<file path="config.mk">
export PLATFORM = sky130hd
export DESIGN_NAME = seq_pattern_counter
export DESIGN_NICKNAME = d
export VERILOG_FILES = /design/src/rtl/seq_pkg.sv /design/src/rtl/seq_window.sv /design/src/rtl/seq_pattern_counter.sv
export SDC_FILE = /design/constraint.sdc
export NUM_CORES = 1
export LEC_CHECK = 0
export ABC_AREA = 1
export ABC_CLOCK_PERIOD_IN_PS = 1900
export BUFFER_PORTS_ARGS = -buffer_cell sky130_fd_sc_hd__buf_2
export CORE_AREA = 4 4 41 43
export DETAILED_ROUTE_END_ITERATION = 10
export DIE_AREA = 0 0 45 47
export GPL_ROUTABILITY_DRIVEN = 0
export GPL_TIMING_DRIVEN = 0
export PLACE_DENSITY = 0.71
export SYNTH_ARGS = -nofsm -noshare
export SYNTH_HDL_FRONTEND = slang
export SYNTH_SLANG_ARGS = --single-unit
</file>
<file path="constraint.sdc">
create_clock -name clk -period 1.9 [get_ports clk]
set_input_delay 0.285 -clock clk [delete_from_list [all_inputs] [get_ports clk]]
set_output_delay 0.285 -clock clk [all_outputs]
set_load 0.005 [all_outputs]
</file>
<file path="src/rtl/seq_pkg.sv">
// Shared constants for the serial pattern counter.
// Default geometry, default target pattern and mode encodings.
package seq_pkg;

    localparam int DEF_PAT_W = 4;
    localparam int DEF_CNT_W = 4;

    localparam logic [3:0] DEF_PATTERN = 4'b1010;

    localparam bit OVL_ON  = 1'b1;
    localparam bit OVL_OFF = 1'b0;

    localparam bit CNT_WRAP = 1'b0;
    localparam bit CNT_SAT  = 1'b1;

endpackage

</file>
<file path="src/rtl/seq_window.sv">
// Sliding window over the serial stream.
// Shift register, fill tracker and pattern comparator.
module seq_window
    import seq_pkg::*;
#(
    parameter int               PAT_W   = DEF_PAT_W,
    parameter logic [PAT_W-1:0] PATTERN = PAT_W'(DEF_PATTERN)
) (
    input  logic clk,
    input  logic reset,
    input  logic dat,
    input  logic valid,
    input  logic clear,
    input  logic drop,
    output logic hit
);

    localparam int FW = $clog2(PAT_W + 1);
    localparam logic [FW-1:0] FULL = FW'(PAT_W);

    logic [PAT_W-1:0] win;
    logic [PAT_W-1:0] win_nxt;
    logic [FW-1:0]    fill;
    logic [FW-1:0]    fill_nxt;

    // Window as it would look after taking the current bit.
    always_comb begin
        win_nxt  = {win[PAT_W-2:0], dat};
        fill_nxt = (fill == FULL) ? fill : fill + FW'(1);
        hit      = valid && (win_nxt == PATTERN) && (fill_nxt == FULL);
    end

    // Shift in qualified bits; clear or a non-overlapping match empties it.
    always_ff @(posedge clk or negedge reset) begin
        if (!reset) begin
            win  <= '0;
            fill <= '0;
        end else if (clear) begin
            win  <= '0;
            fill <= '0;
        end else if (valid) begin
            win  <= win_nxt;
            fill <= drop ? '0 : fill_nxt;
        end
    end

endmodule

</file>
<file path="src/rtl/seq_pattern_counter.sv">
// Serial pattern detector and match counter.
// Counts pattern hits with wrap or saturate and a sticky overflow.
module seq_pattern_counter
    import seq_pkg::*;
#(
    parameter int               PAT_W    = DEF_PAT_W,
    parameter logic [PAT_W-1:0] PATTERN  = PAT_W'(DEF_PATTERN),
    parameter int               CNT_W    = DEF_CNT_W,
    parameter bit               OVERLAP  = OVL_ON,
    parameter bit               SATURATE = CNT_WRAP
) (
    input  logic             clk,
    input  logic             reset,
    input  logic             DAT,
    input  logic             dat_valid,
    input  logic             clear,
    output logic [CNT_W-1:0] counter,
    output logic             match,
    output logic             overflow
);

    logic hit;
    logic drop;
    logic at_max;

    // Without overlap, a match restarts the window from empty.
    always_comb begin
        drop   = hit && (OVERLAP == OVL_OFF);
        at_max = &counter;
    end

    seq_window #(
        .PAT_W   (PAT_W),
        .PATTERN (PATTERN)
    ) u_win (
        .clk   (clk),
        .reset (reset),
        .dat   (DAT),
        .valid (dat_valid),
        .clear (clear),
        .drop  (drop),
        .hit   (hit)
    );

    // Match count, pulse and sticky overflow; clear wins over a hit.
    always_ff @(posedge clk or negedge reset) begin
        if (!reset) begin
            counter  <= '0;
            match    <= 1'b0;
            overflow <= 1'b0;
        end else if (clear) begin
            counter  <= '0;
            match    <= 1'b0;
            overflow <= 1'b0;
        end else begin
            match <= hit;
            if (hit) begin
                if (at_max) begin
                    overflow <= 1'b1;
                    if (SATURATE == CNT_WRAP)
                        counter <= '0;
                end else begin
                    counter <= counter + CNT_W'(1);
                end
            end
        end
    end

endmodule
</file>
==> results of run 1 <==
[layout make-up]
class	instances	area [sq um]
plain buffers	2	8.76
clock buffers	3	22.5
fillers	129	544
inverters	12	45.0
multi-input cells	55	302
flip-flops and latches	12	300
well taps	15	18.8
repair buffers	11	60.1
[state kept, by name (all words and copies together), names as in the netlist]
| name | cells |
|---|---|
| overflow | 1 |
| counter | 4 |
| u_win.win | 3 |
| match | 1 |
| u_win.fill | 3 |
[worst max path at each step]
| stage | from | endpoint | depth (start not counted) |
|---|---|---|---|
| after global placement | u_win.fill[0] | counter[0] | 8 |
| after detailed placement | u_win.fill[0] | counter[2] | 8 |
| final | u_win.fill[0] | counter[2] | 8 |
| after global routing | u_win.fill[0] | counter[2] | 8 |
| after floorplan | u_win.fill[0] | counter[2] | 8 |
| after CTS | u_win.fill[0] | counter[2] | 8 |
[layout by cell type, fill, tap and decap left out, types with 2 or more instances in the layout]
| master | instances |
|---|---|
| o21ai_0 | 3 |
| nor2_1 | 4 |
| o22ai_1 | 3 |
| ha_1 | 3 |
| inv_1 | 12 |
| nand2_2 | 3 |
| nand2_1 | 17 |
| buf_2 | 11 |
| nand3_2 | 2 |
| nand3_1 | 15 |
| dfrtp_1 | 12 |
| clkbuf_4 | 3 |
[metal layers]
layer / routed length [microns] / track usage, % / up-vias / share of wire, %
li1: - / - / 292 / -
met1: 564 / 17.6 / 244 / 49
met2: 532 / 20.1 / 7 / 46
met3: 53 / 2.30 / 2 / 4.6
met4: 10 / 7.02 / 0 / 0.86
met5: 0 / 0 / - / 0
[Yosys cell counts (all sizes together)]
cell	n	share of area [%]
clkbuf	1	0.57
o22ai	3	2.9
nand2	20	13
o21ai	4	3.1
dfrtp	12	46
or2	1	0.95
ha	3	5.7
xor2	1	1.3
buf	1	0.76
nor2	6	5.0
inv	12	6.9
nand3	17	15
[cell families (layout without fill, tap and decap cells)]
group | after synthesis | count (layout) | synth area share, %
XOR/XNOR | 1 | 1 | 1.34
buffers and inverters | 14 | 28 | 8.20
AO/OA/AOI/OAI | 7 | 7 | 5.91
adder cells (fa/ha/maj) | 3 | 3 | 5.73
flip-flops | 12 | 12 | 45.8
AND/OR/NAND/NOR | 44 | 44 | 33.0
[what timing repair did]
item	in CTS	in global routing
hold endpoints to repair	12	0
hold buffers	1	0
buffers inserted	0	0
[power by group through the flow]
stage          Sequential, mW  Clock, mW  Combinational (mW)
5_1_grt                 0.275      0.164              0.0864
4_1_cts                 0.273      0.153              0.0767
6_report                0.273      0.145              0.0758
3_3_place_gp            0.278          0              0.0734
2_1_floorplan           0.276          0              0.0551
3_5_place_dp            0.278          0              0.0747
[worst register-to-register path, delay by kind of cell, from the launching register on]
| family | cells | cell delay [ns] |
|---|---|---|
| and+or+nand+nor | 6 | 0.59 |
| adders and majority gates | 1 | 0.31 |
| buffers and inverters | 1 | 0.09 |
| DFF | 1 | 0.39 |
==> results.cfg, run 1 <==
[worst_setup_path]
critical-path-max-stage-delay_ns = 0.39
cp.arrival_ns = 1.63
r2r-start = u_win.fill[0]
critPathMaxFanout = 5
reg2reg_slack_ns = 0.42
cp_cell_sequence = inv_1 > ha_1 > nor2_1 > nand3_2 > nor2_2 > nand2_2 > nand3_1 > nand2_1
critPathRequiredTime_ns = 2.05
ff2ff_path_depth = 8
cp.buffers_inverters = 1
crit_family = simple AND/OR/NAND/NOR gates
cp_slowest_cell = dfrtp_1
cp-end-kind = flip-flop
critical_path_class = reg -> reg
start_kind = flip-flop
timing.rr.end = counter[2]

[die]
fp-row-count = 13
die-area_sq_mm = 0.00212
ios = 11
die_h_microns = 47
core_sq_mm = 0.00130
chipWidth_microns = 45
start_util_pct = 50.4

[layout]
nets = 105
n_antenna_cell = 0
final_core_util_pct = 58.2
layout-drive-gt1-share_pct = 22.1
area.growth.synth_to_final_pct = 15.5
final_cells = 110
finalInstanceArea_sq_um = 757

[status]
status = complete, no violations

[sta]
drv_slew = 0
timing.hold.ws_ns = 0.198
fin_crit_sh_pct = 77.7
fin_setup_tns_ns = 0
final-hold-violation-count = 0
fin_ws_ns = 0.424
setup_viol = 0
tightest_slew_ns = 0.288
fin_crit_ns = 1.48
clock_skew_ns = 0.000893
maxSlewHeadroom_pct = 80.8
grt_setup_unrepaired = no
fmax_mhz = 678

[clock_tree]
cts_tree = done
cts_resized = 0
cts_root_buffer = clkbuf_4
path_clk_slew_ns = 0.07
clock_latency_ns = 0.26
h-tree-depth = 1
cts.sinks = 12
cts_buffer_depth = 2
cts_buffers = 3

[hold_path]
min_delay_worst_endpoint = match
hold_path_class = in -> reg
hp-start = clear
hold_depth = 2

[yosys]
yosys_warnings = 0
syn_avg_cell_area_sq_um = 8.09
synth-seq-cells = 12
yosysSeqAreaShare_pct = 45.8
syn_area_sq_um = 656
syn_nets = 89
synthCells = 81
synth.distinct_cells = 17

[power]
seqPwrFrac_pct = 55.4
clkPwrFrac_pct = 29.3
powerDensity_mw_per_mm2 = 652
p_int_mw = 0.364
p_leak_nw = 0.416
switchingPower_mw = 0.129
finalPower_mw = 0.494
power_frac_comb_pct = 15.4
netSwitchingFraction_pct = 26.2
peakVddDrop_mv = 0.457

[detailed_routing]
num_vias = 545
ant_nets = 0
drcViolationCount = 0
dr.pass1.iters = 3
dr.first_iter.drc_count = 7
finalWirelength_microns = 1160
avgRoutedWirePerCell_microns = 10.5
via_per_inst = 4.95

[placed_design]
place_ws_ns = 0.407
dp.cells = 106
portBuffers = 10
dpl_cell_area_sq_um = 724
hpwl_microns = 919

[grt]
grt_use_total_pct = 13.1
overflow = 0
grt_pass1_vias = 486
grt_max_degree = 13
antenna_found_initial = 0
grt_pass1_wl_microns = 1970

[flow_run]
drv_cap = 0
Power figures use the tool's default switching activity.
==> inputs of run 2 (changes only) <==
- ABC_CLOCK_PERIOD_IN_PS: 1900 -> 1420
- clock period: 1.9 -> 1.42 ns (I/O delays scaled with it)
==> results.cfg, run 2 (synthesis gave the netlist of run 1 again) <==
[detailed_routing]
dr.first_iter.drc_count = 8
drcViolationCount = 0
avgRoutedWirePerCell_microns = 12.3
via_per_inst = 5.27
top_layer = met4
wl_met1_microns = 653
num_vias = 606
wl_met2_microns = 679
dr.pass1.iters = 4
dr_wl_met3_microns = 70
finalWirelength_microns = 1410
ant_nets = 0

[layout]
nets = 110
final_cell_mix = nand2_1, dfrtp_1, buf_2
reg_top3 = counter: 4 flops, u_win.fill: 3 flops, u_win.win: 3 flops
final_common_cell = nand2_1
final_cells = 115
largest_reg_flops = 4
finalInstanceArea_sq_um = 891
area.growth.synth_to_final_pct = 35.9
final_core_util_pct = 68.5
n_antenna_cell = 0
layout-drive-gt1-share_pct = 42.0
largest_register = counter

[sta]
drv_slew = 0
maxSlewHeadroom_pct = 81.1
grt_setup_unrepaired = yes
timing.hold.ws_ns = 0.127
final-hold-violation-count = 0
tightest_slew_ns = 0.283
fmax_mhz = 727
fin_crit_ns = 1.38
setup_viol = 0
clock_skew_ns = 0.00121
fin_crit_sh_pct = 96.9

[flow_run]
drv_cap = 0

[grt]
grt_pass1_vias = 525
overflow = 0
grt_pass1_wl_microns = 2100
grt_use_total_pct = 13.8
antenna_found_initial = 0
grt_max_degree = 13

[worst_setup_path]
cp_slowest_cell = dfrtp_1
crit_family = simple AND/OR/NAND/NOR gates
critical_path_class = reg -> reg
critPathRequiredTime_ns = 1.62
critPathMaxFanout = 5
cp-end-kind = flip-flop
cp.buffers_inverters = 1
timing.rr.end = overflow
start_kind = flip-flop
reg2reg_slack_ns = 0.04
r2r-start = u_win.fill[1]
ff2ff_path_depth = 9
cp_cell_sequence = inv_2 > ha_4 > nand2_2 > nand2_1 > nand2_2 > nand2_2 > nor2_4 > nand3_2 > nand2_2
cp.arrival_ns = 1.58
crit_top_cell = nand2_2
critical-path-max-stage-delay_ns = 0.40

[power]
seqPwrFrac_pct = 49.9
clkPwrFrac_pct = 26.6
switchingPower_mw = 0.211
p_int_mw = 0.530
p_leak_nw = 0.457
finalPower_mw = 0.740
peakVddDrop_mv = 0.671
power_frac_comb_pct = 23.5
netSwitchingFraction_pct = 28.4
powerDensity_mw_per_mm2 = 831

[clock_tree]
clock_latency_ns = 0.26
cts_tree = done
cts_buffer_depth = 2
path_clk_slew_ns = 0.07
cts_root_buffer = clkbuf_4
cts.sinks = 12
h-tree-depth = 1
cts_buffers = 3

[placed_design]
dpl_cell_area_sq_um = 724
hpwl_microns = 919
dp.cells = 106
portBuffers = 10

[die]
core_sq_mm = 0.00130
fp-row-count = 13
ios = 11
chipWidth_microns = 45
die_h_microns = 47
die-area_sq_mm = 0.00212
start_util_pct = 50.4

[hold_path]
hold_depth = 2
hold_path_class = in -> reg
hp-start = clear
min_delay_worst_endpoint = match

[status]
status = complete, no violations
==> run 2: power by group through the flow <==
stage	Clock, mW	Combinational, mW	Sequential [mW]
after floorplan	0	0.0738	0.369
after global placement	0	0.0982	0.371
after detailed placement	0	0.100	0.373
after CTS	0.205	0.123	0.365
after global routing	0.219	0.192	0.371
final	0.197	0.174	0.370
==> run 2: routing by layer <==
metal,up-vias,track usage (%)
met2,17,22.6
met1,287,17.6
met4,0,7.02
met3,2,2.30
met5,-,0
li1,300,-
==> run 2: worst max path at each step <==
stage	startpoint	endpoint	slack (ns)	cells after the start
6_report	u_win.fill[1]	overflow	0.04	9
5_1_grt	u_win.fill[0]	overflow	-0.02	9
4_1_cts	u_win.fill[0]	counter[2]	0.004	8
3_5_place_dp	u_win.fill[0]	counter[2]	-0.07	8
3_3_place_gp	u_win.fill[0]	counter[0]	-0.04	8
2_1_floorplan	u_win.fill[0]	counter[2]	0.06	8
==> run 2: stage by stage <==
step | setup WS, ns | setup TNS (ns)
5_1_grt | -0.0234 | -0.0421
4_1_cts | 0.00388 | 0
6_report | 0.0441 | 0
3_5_place_dp | -0.0729 | -0.259
3_3_place_gp | -0.0420 | -0.135
2_1_floorplan | 0.0571 | 0
==> run 2: final cells by class <==
type                            count  area (sq um)
Clock buffer                        3          22.5
Sequential cell                    12           300
Buffer                              2          8.76
Multi-Input combinational cell     55           394
Inverter                           12          45.0
Timing Repair Buffer               16           101
Tap cell                           15          18.8
Fill cell                         102           410
==> run 2: repair_timing <==
action | 4_1_cts | 5_1_grt
gates resized for setup | 3 | 19
buffers inserted | 2 | 3
pin swaps | 3 | 8
setup endpoints to repair | 5 | 5
cloned | 0 | 0
hold buffers | 1 | 0
endpoints found under the hold margin | 12 | 0
